[config.mk]
export PLATFORM = sky130hd
export DESIGN_NAME = flash_stream_reader_flat
export DESIGN_NICKNAME = d
export VERILOG_FILES = /design/src/rtl/flash_stream_reader_pkg.sv /design/src/rtl/flash_stream_reader_if.sv /design/src/rtl/flash_stream_reader_fifo.sv /design/src/rtl/flash_stream_reader.sv /design/src/flat_wrapper.sv
export SDC_FILE = /design/constraint.sdc
export NUM_CORES = 1
export LEC_CHECK = 0
export ABC_CLOCK_PERIOD_IN_PS = 4960
export BUFFER_PORTS_ARGS = -buffer_cell sky130_fd_sc_hd__buf_4
export CORE_AREA = 5 5 115 117
export DETAILED_ROUTE_END_ITERATION = 16
export DIE_AREA = 0 0 120 122
export GPL_ROUTABILITY_DRIVEN = 0
export GPL_TIMING_DRIVEN = 0
export PLACE_DENSITY = 0.74
export SYNTH_ARGS = -nofsm -noshare
export SYNTH_HDL_FRONTEND = slang
export SYNTH_SLANG_ARGS = --single-unit
[constraint.sdc]
create_clock -name clk -period 4.96 [get_ports clk]
set_clock_uncertainty 0.15 [all_clocks]
set_input_delay 0.496 -clock clk [delete_from_list [all_inputs] [get_ports clk]]
set_output_delay 0.496 -clock clk [all_outputs]
set_load 0.005 [all_outputs]
[src/rtl/flash_stream_reader_pkg.sv]
// Shared definitions for the flash stream reader: default widths of the
// DE1 flash controller read port, the reader state encoding and a small
// sizing helper for the word FIFO.
package flash_stream_pkg;

  localparam int FLASH_ADDR_W = 21;
  localparam int FLASH_DATA_W = 16;

  typedef enum logic [1:0] {
    S_IDLE  = 2'd0,
    S_REQ   = 2'd1,
    S_WAIT  = 2'd2,
    S_FLUSH = 2'd3
  } state_t;

  // Pointer width for a power-of-two FIFO; a depth of 2 still needs one bit.
  function automatic int ptr_width(input int depth);
    return (depth <= 2) ? 1 : $clog2(depth);
  endfunction

endpackage

[src/rtl/flash_stream_reader_if.sv]
// Bundle of the reader's command, output-stream and flash-controller
// signals. The master modport is the reader itself; the slave modport is
// the surrounding system (command source, consumer and flash controller).
interface flash_stream_reader_if
  import flash_stream_pkg::*;
#(
  parameter int ADDR_W = FLASH_ADDR_W,
  parameter int DATA_W = FLASH_DATA_W
) ();

  // command side
  logic              start;
  logic [ADDR_W-1:0] start_addr;
  logic [ADDR_W-1:0] word_count;
  logic              abort;
  logic              busy;
  logic              done;

  // output stream
  logic              out_valid;
  logic [DATA_W-1:0] out_data;
  logic              out_ready;

  // flash controller read port
  logic              fl_read_req;
  logic [ADDR_W-1:0] fl_read_addr;
  logic              fl_read_ready;
  logic [DATA_W-1:0] fl_read_data;

  modport master (
    input  start, start_addr, word_count, abort, out_ready,
           fl_read_ready, fl_read_data,
    output busy, done, out_valid, out_data, fl_read_req, fl_read_addr
  );

  modport slave (
    output start, start_addr, word_count, abort, out_ready,
           fl_read_ready, fl_read_data,
    input  busy, done, out_valid, out_data, fl_read_req, fl_read_addr
  );

endinterface

[src/rtl/flash_stream_reader_fifo.sv]
// Small synchronous word FIFO (read pointer, write pointer, occupancy
// count). Flush empties it in one cycle and wins over push/pop. The head
// word is read combinationally from storage, so it stays stable while not
// popped.
module flash_word_fifo
  import flash_stream_pkg::*;
#(
  parameter int DEPTH = 4,
  parameter int WIDTH = 16
) (
  input  logic             clk,
  input  logic             rst,
  input  logic             push,
  input  logic             pop,
  input  logic             flush,
  input  logic [WIDTH-1:0] din,
  output logic [WIDTH-1:0] dout,
  output logic             empty,
  output logic             full
);

  localparam int AW = ptr_width(DEPTH);
  localparam int CW = AW + 1;
  localparam logic [AW-1:0] PTR_ONE   = AW'(1'b1);
  localparam logic [CW-1:0] CNT_ONE   = CW'(1'b1);
  localparam logic [CW-1:0] CNT_DEPTH = CW'(DEPTH);

  logic [WIDTH-1:0] mem_r [DEPTH];
  logic [AW-1:0]    rd_ptr_r;
  logic [AW-1:0]    wr_ptr_r;
  logic [CW-1:0]    count_r;
  logic             do_push_s;
  logic             do_pop_s;

  assign empty     = (count_r == {CW{1'b0}});
  assign full      = (count_r == CNT_DEPTH);
  assign do_push_s = push & ~full;
  assign do_pop_s  = pop & ~empty;
  assign dout      = mem_r[rd_ptr_r];

  // Write the incoming word at the write pointer.
  always_ff @(posedge clk or posedge rst) begin
    if (rst) begin
      for (int i = 0; i < DEPTH; i++) begin
        mem_r[i] <= {WIDTH{1'b0}};
      end
    end else if (do_push_s && !flush) begin
      mem_r[wr_ptr_r] <= din;
    end else begin
      mem_r <= mem_r;
    end
  end

  // Advance pointers and occupancy; flush returns everything to empty.
  always_ff @(posedge clk or posedge rst) begin
    if (rst) begin
      rd_ptr_r <= {AW{1'b0}};
      wr_ptr_r <= {AW{1'b0}};
      count_r  <= {CW{1'b0}};
    end else if (flush) begin
      rd_ptr_r <= {AW{1'b0}};
      wr_ptr_r <= {AW{1'b0}};
      count_r  <= {CW{1'b0}};
    end else begin
      if (do_push_s) begin
        wr_ptr_r <= wr_ptr_r + PTR_ONE;
      end else begin
        wr_ptr_r <= wr_ptr_r;
      end
      if (do_pop_s) begin
        rd_ptr_r <= rd_ptr_r + PTR_ONE;
      end else begin
        rd_ptr_r <= rd_ptr_r;
      end
      case ({do_push_s, do_pop_s})
        2'b10:   count_r <= count_r + CNT_ONE;
        2'b01:   count_r <= count_r - CNT_ONE;
        default: count_r <= count_r;
      endcase
    end
  end

endmodule

[src/rtl/flash_stream_reader.sv]
// Sequential burst reader in front of the DE1 flash controller read port.
// Issues one single-word read at a time starting at a given word address,
// buffers returned words in a small FIFO and streams them out on a
// valid/ready interface. Requests are only issued when the FIFO has room,
// so a returning word can always be stored.
module flash_stream_reader
  import flash_stream_pkg::*;
#(
  parameter int FIFO_DEPTH = 4,
  parameter int ADDR_W     = FLASH_ADDR_W,
  parameter int DATA_W     = FLASH_DATA_W
) (
  input logic                   clk,
  input logic                   rst,
  flash_stream_reader_if.master bus
);

  localparam logic [ADDR_W-1:0] ADDR_ZERO = {ADDR_W{1'b0}};
  localparam logic [ADDR_W-1:0] ADDR_ONE  = {{(ADDR_W-1){1'b0}}, 1'b1};

  state_t            state_r;
  state_t            state_s;
  logic [ADDR_W-1:0] addr_r;
  logic [ADDR_W-1:0] addr_s;
  logic [ADDR_W-1:0] remaining_r;
  logic [ADDR_W-1:0] remaining_s;
  logic              abort_pend_r;
  logic              abort_pend_s;
  logic              busy_r;
  logic              done_r;
  logic              done_s;
  logic              req_r;
  logic              req_s;

  logic              fifo_push_s;
  logic              fifo_pop_s;
  logic              fifo_flush_s;
  logic              fifo_empty_s;
  logic              fifo_full_s;
  logic [DATA_W-1:0] fifo_dout_s;

  flash_word_fifo #(
    .DEPTH (FIFO_DEPTH),
    .WIDTH (DATA_W)
  ) u_fifo (
    .clk   (clk),
    .rst   (rst),
    .push  (fifo_push_s),
    .pop   (fifo_pop_s),
    .flush (fifo_flush_s),
    .din   (bus.fl_read_data),
    .dout  (fifo_dout_s),
    .empty (fifo_empty_s),
    .full  (fifo_full_s)
  );

  assign fifo_pop_s    = ~fifo_empty_s & bus.out_ready;
  assign bus.out_valid = ~fifo_empty_s;
  assign bus.out_data  = fifo_dout_s;
  assign bus.busy      = busy_r;
  assign bus.done      = done_r;
  assign bus.fl_read_req  = req_r;
  assign bus.fl_read_addr = addr_r;

  // Next-state, datapath updates and request/done decisions.
  always_comb begin
    state_s      = state_r;
    addr_s       = addr_r;
    remaining_s  = remaining_r;
    abort_pend_s = abort_pend_r;
    done_s       = 1'b0;
    req_s        = 1'b0;
    fifo_push_s  = 1'b0;
    fifo_flush_s = 1'b0;
    case (state_r)
      S_IDLE: begin
        abort_pend_s = 1'b0;
        if (bus.start) begin
          if (bus.word_count != ADDR_ZERO) begin
            addr_s       = bus.start_addr;
            remaining_s  = bus.word_count;
            fifo_flush_s = 1'b1;
            state_s      = S_REQ;
          end else begin
            done_s = 1'b1;
          end
        end else begin
          state_s = S_IDLE;
        end
      end
      S_REQ: begin
        if (bus.abort) begin
          fifo_flush_s = 1'b1;
          state_s      = S_IDLE;
        end else if (!fifo_full_s) begin
          req_s   = 1'b1;
          state_s = S_WAIT;
        end else begin
          state_s = S_REQ;
        end
      end
      S_WAIT: begin
        // The controller cannot cancel a read, so an abort is remembered
        // until the outstanding word comes back and is then dropped.
        if (bus.fl_read_ready) begin
          if (abort_pend_r || bus.abort) begin
            abort_pend_s = 1'b0;
            fifo_flush_s = 1'b1;
            state_s      = S_IDLE;
          end else begin
            fifo_push_s = 1'b1;
            addr_s      = addr_r + ADDR_ONE;
            remaining_s = remaining_r - ADDR_ONE;
            if (remaining_r == ADDR_ONE) begin
              state_s = S_FLUSH;
            end else begin
              state_s = S_REQ;
            end
          end
        end else if (bus.abort) begin
          abort_pend_s = 1'b1;
        end else begin
          state_s = S_WAIT;
        end
      end
      S_FLUSH: begin
        if (bus.abort) begin
          fifo_flush_s = 1'b1;
          state_s      = S_IDLE;
        end else if (fifo_empty_s) begin
          done_s  = 1'b1;
          state_s = S_IDLE;
        end else begin
          state_s = S_FLUSH;
        end
      end
      default: begin
        abort_pend_s = 1'b0;
        fifo_flush_s = 1'b1;
        state_s      = S_IDLE;
      end
    endcase
  end

  // State register.
  always_ff @(posedge clk or posedge rst) begin
    if (rst) begin
      state_r <= S_IDLE;
    end else begin
      state_r <= state_s;
    end
  end

  // Address counter, remaining-word counter and pending-abort flag.
  always_ff @(posedge clk or posedge rst) begin
    if (rst) begin
      addr_r       <= ADDR_ZERO;
      remaining_r  <= ADDR_ZERO;
      abort_pend_r <= 1'b0;
    end else begin
      addr_r       <= addr_s;
      remaining_r  <= remaining_s;
      abort_pend_r <= abort_pend_s;
    end
  end

  // Registered status and request outputs.
  always_ff @(posedge clk or posedge rst) begin
    if (rst) begin
      busy_r <= 1'b0;
      done_r <= 1'b0;
      req_r  <= 1'b0;
    end else begin
      busy_r <= (state_s != S_IDLE);
      done_r <= done_s;
      req_r  <= req_s;
    end
  end

endmodule

[src/flat_wrapper.sv]
// flat-port wrapper written by rule: the top's interface ports become plain ports
module flash_stream_reader_flat import flash_stream_pkg::*;
#(
  parameter int FIFO_DEPTH = 4,
  parameter int ADDR_W     = FLASH_ADDR_W,
  parameter int DATA_W     = FLASH_DATA_W
)
  (clk, rst, bus_start, bus_start_addr, bus_word_count, bus_abort, bus_out_ready, bus_fl_read_ready, bus_fl_read_data, bus_busy, bus_done, bus_out_valid, bus_out_data, bus_fl_read_req, bus_fl_read_addr);
  flash_stream_reader_if #(.ADDR_W(ADDR_W), .DATA_W(DATA_W)) bus_i ();
  input logic clk;
  input logic rst;
  input wire logic [$bits(bus_i.start)-1:0] bus_start;
  input wire logic [$bits(bus_i.start_addr)-1:0] bus_start_addr;
  input wire logic [$bits(bus_i.word_count)-1:0] bus_word_count;
  input wire logic [$bits(bus_i.abort)-1:0] bus_abort;
  input wire logic [$bits(bus_i.out_ready)-1:0] bus_out_ready;
  input wire logic [$bits(bus_i.fl_read_ready)-1:0] bus_fl_read_ready;
  input wire logic [$bits(bus_i.fl_read_data)-1:0] bus_fl_read_data;
  output wire logic [$bits(bus_i.busy)-1:0] bus_busy;
  output wire logic [$bits(bus_i.done)-1:0] bus_done;
  output wire logic [$bits(bus_i.out_valid)-1:0] bus_out_valid;
  output wire logic [$bits(bus_i.out_data)-1:0] bus_out_data;
  output wire logic [$bits(bus_i.fl_read_req)-1:0] bus_fl_read_req;
  output wire logic [$bits(bus_i.fl_read_addr)-1:0] bus_fl_read_addr;
  assign bus_i.start = bus_start;
  assign bus_i.start_addr = bus_start_addr;
  assign bus_i.word_count = bus_word_count;
  assign bus_i.abort = bus_abort;
  assign bus_i.out_ready = bus_out_ready;
  assign bus_i.fl_read_ready = bus_fl_read_ready;
  assign bus_i.fl_read_data = bus_fl_read_data;
  assign bus_busy = bus_i.busy;
  assign bus_done = bus_i.done;
  assign bus_out_valid = bus_i.out_valid;
  assign bus_out_data = bus_i.out_data;
  assign bus_fl_read_req = bus_i.fl_read_req;
  assign bus_fl_read_addr = bus_i.fl_read_addr;
  flash_stream_reader #(.FIFO_DEPTH(FIFO_DEPTH), .ADDR_W(ADDR_W), .DATA_W(DATA_W)) u_core (.clk(clk), .rst(rst), .bus(bus_i));
endmodule
==> results_dict.tcl <==
set metrics [dict create \
    antenna_found_initial 0 \
    overflow 0 \
    synth_compound_area_frac 0.141 \
    fin_crit_ns 3.09 \
    worstPathArrival_ns 2.45 \
    clock-sinks 119 \
    drtIter0Drc 380 \
    die_area_sq_um 14600 \
    final_cells 882 \
    synth_top_family_by_area "multiplexers" \
    synthAdderAreaFrac 0.0265 \
    maxCapViolations 0 \
    async_flop_share 1.00 \
    n_antenna_cell 0 \
    track_usage 0.245 \
    start_kind "register" \
    synth_xor_area_frac 0.00819 \
    clkPwrFrac 0.255 \
    totalWireLength_mm 17.4 \
    yosysMostFrequentCell "dfrtp_1" \
    htreeDepth 4 \
    synth_area_leader_cell "dfrtp_1" \
    die_x_um 120 \
    first_pass_iters 5 \
    final_max_slew_viol_count 0 \
    synth-simple-area-share 0.149 \
    ctsHoldBuffers 1 \
    grt_pass1_vias 5710 \
    dp_hpwl_mm 12.2 \
    ys.flop_type "dfrtp_1" \
    worstSetupPathType "reg -> out" \
    fmax_ghz 0.323 \
    hp-class "in -> reg" \
    nNetsFinal 799 \
    synth_top_cell_area_share 0.464 \
    p_seq_frac 0.340 \
    synth_mux_area_frac 0.173 \
    dr_total_vias 5488 \
    insertion_delay_ns 0.42 \
    relSlewSlack 0.348 \
    outcome "completed" \
    place_inst 852 \
    hold_viol_final 0 \
    finalPower_w 0.00456 \
    cp.required_ns 4.31 \
    worst_setup_path_end_kind "output pin" \
    synthCells 598 \
    yosysWarnings 0 \
    peakVddDrop_mv 0.357 \
    swShare 0.377 \
    io_pins 105 \
    final-setup-viol-count 0 \
    internal-power_w 0.00284 \
    postCtsResizedCells 0 \
    port_buffers 103 \
    ys_seq_elements 119 \
    postRouteAntennaNets 0 \
    fin_crit_sh 0.624 \
    ys_top_cells_by_count "119 x dfrtp_1, 59 x mux2_2, 52 x nor2_1" \
    drive_above_1_share 0.325 \
    wire_per_inst_um 19.7 \
    grt_max_degree 94 \
    netlist_top_cells_area "dfrtp_1 46%, mux2_2 10%, mux4_2 5.6%" \
    cts_setup_buffers 0 \
    setup_tns_ns 0 \
    syn_area_per_cell_sq_um 10.7 \
    area_growth_pct 24.2 \
    die_h_um 122 \
    clk_pin_slew_ns 0.06 \
    yosysUniqueCellTypes 62 \
    synth_nets 675 \
    path_max_fanout 10 \
    initial_core_util 0.524 \
    rows 41 \
    p_leak_nw 3.55 \
    fill_cells 930 \
    grt_first_pass_wirelength_mm 28.4 \
    drc_errors 0 \
    p_sw_w 0.00172 \
    tightest_slew_ns 0.964 \
    rsz0062_at_grt "no" \
    numCtsBuffers 17 \
    cts_tree "done" \
    combPwrFrac 0.405 \
    syn_area_sq_um 6420 \
    ys_seq_area_frac 0.464 \
    power.density_nw_per_um2 571 \
    core_area_sq_um 12300 \
    clockBufferDepth 2 \
    via_per_inst 6.22 \
    synth_enable_flop_cells 0 \
    cts-root-buf "clkbuf_16" \
]
-- power groups by stage --
stage          Clock (W)  Combinational [W]  Sequential (W)
6_report         0.00116            0.00185         0.00155
2_1_floorplan          0            0.00117         0.00149
5_1_grt          0.00122            0.00201         0.00159
3_5_place_dp           0            0.00182         0.00155
4_1_cts          0.00118            0.00183         0.00154
3_3_place_gp           0            0.00175         0.00153
-- per-stage QoR --
| step | setup slack (ns) | utilization | hold slack (ns) | instance area [sq um] |
|---|---|---|---|---|
| after floorplan | 1.16 | - | 0.303 | 6420 |
| after CTS | 1.77 | 0.650 | 0.164 | 7970 |
| after global placement | -0.174 | 0.602 | 0.313 | 7380 |
| final | 1.87 | 0.650 | 0.183 | 7970 |
| after global routing | 1.65 | 0.650 | 0.174 | 7970 |
| after detailed placement | 1.97 | 0.605 | 0.325 | 7410 |
-- worst paths after layout --
kind / from / end / slack (ns) / depth (start not counted)
setup / recovery: u_core.u_fifo.rd_ptr_r[0] / bus_out_data[9] / 1.87 / 4
hold / removal: bus_start_addr[16] / u_core.bus.fl_read_addr[16] / 0.18 / 2
setup reg to reg: u_core.state_r[0] / u_core.u_fifo.count_r[2] / 2.06 / 12
hold reg to reg: u_core.u_fifo.mem_r[60] / u_core.u_fifo.mem_r[60] / 0.34 / 1
max in group asynchronous: rst / u_core.u_fifo.mem_r[21] / 3.48 / 4
min in group asynchronous: rst / u_core.u_fifo.mem_r[44] / 0.45 / 3
-- kinds of logic (layout without fill, tap and decap cells) --
group	count (synthesis)	after routing
multiplexers	83	83
AND/OR/NAND/NOR	188	188
XOR/XNOR	6	6
buffers and inverters	55	189
flip-flops	119	119
adder cells (fa/ha/maj)	13	13
AO/OA/AOI/OAI	134	134
-- critical path: stages, from the launching register on --
cell      delay (ns)
dfrtp_1         0.32
clkbuf_1        0.55
buf_2           0.45
mux4_2          0.56
buf_4           0.15
-- layout by cell type, fill, tap and decap left out, types with 7 or more instances in the layout --
master and instances:
mux4_2 16, o32ai_1 7, nor4_1 10, o22ai_1 7, ha_1 12, buf_4 103, dfrtp_1 119, clkbuf_1 20
clkbuf_16 17, buf_2 12, a211oi_1 7, nand3_1 17, nand4_1 9, o21ai_0 23, o22a_1 9, nand2_1 46
mux2_2 59, inv_1 20, and3_1 9, nor3_1 12, a21oi_1 35, a31oi_1 9, nor2_1 52
-- flip-flops by register name (all words and copies together), names as in the netlist --
signal	cells
u_core.u_fifo.mem_r	64
u_core.bus.fl_read_addr	21
u_core.remaining_r	21
u_core.u_fifo.count_r	3
u_core.state_r	2
u_core.u_fifo.rd_ptr_r	2
u_core.u_fifo.wr_ptr_r	2
u_core.abort_pend_r	1
u_core.bus.busy	1
u_core.bus.done	1
u_core.bus.fl_read_req	1
-- cell type report --
| cell class | count | area [sq um] | share of cell area |
|---|---|---|---|
| multi-input combinational | 424 | 3190 | 0.400 |
| sequential | 119 | 2980 | 0.373 |
| timing repair buffer | 105 | 811 | 0.102 |
| clock buffer | 20 | 447 | 0.0560 |
| tap | 150 | 188 | 0.0235 |
| buffer | 34 | 173 | 0.0217 |
| clock inverter | 9 | 104 | 0.0130 |
| inverter | 21 | 83.8 | 0.0105 |
-- routing by layer --
metal / routed length [um] / global-route usage
met1: 7060 / 0.301
met2: 8610 / 0.413
met3: 1190 / 0.0539
met4: 555 / 0.119
met5: 0 / 0
Note: power is estimated with default switching activity, not from simulation.
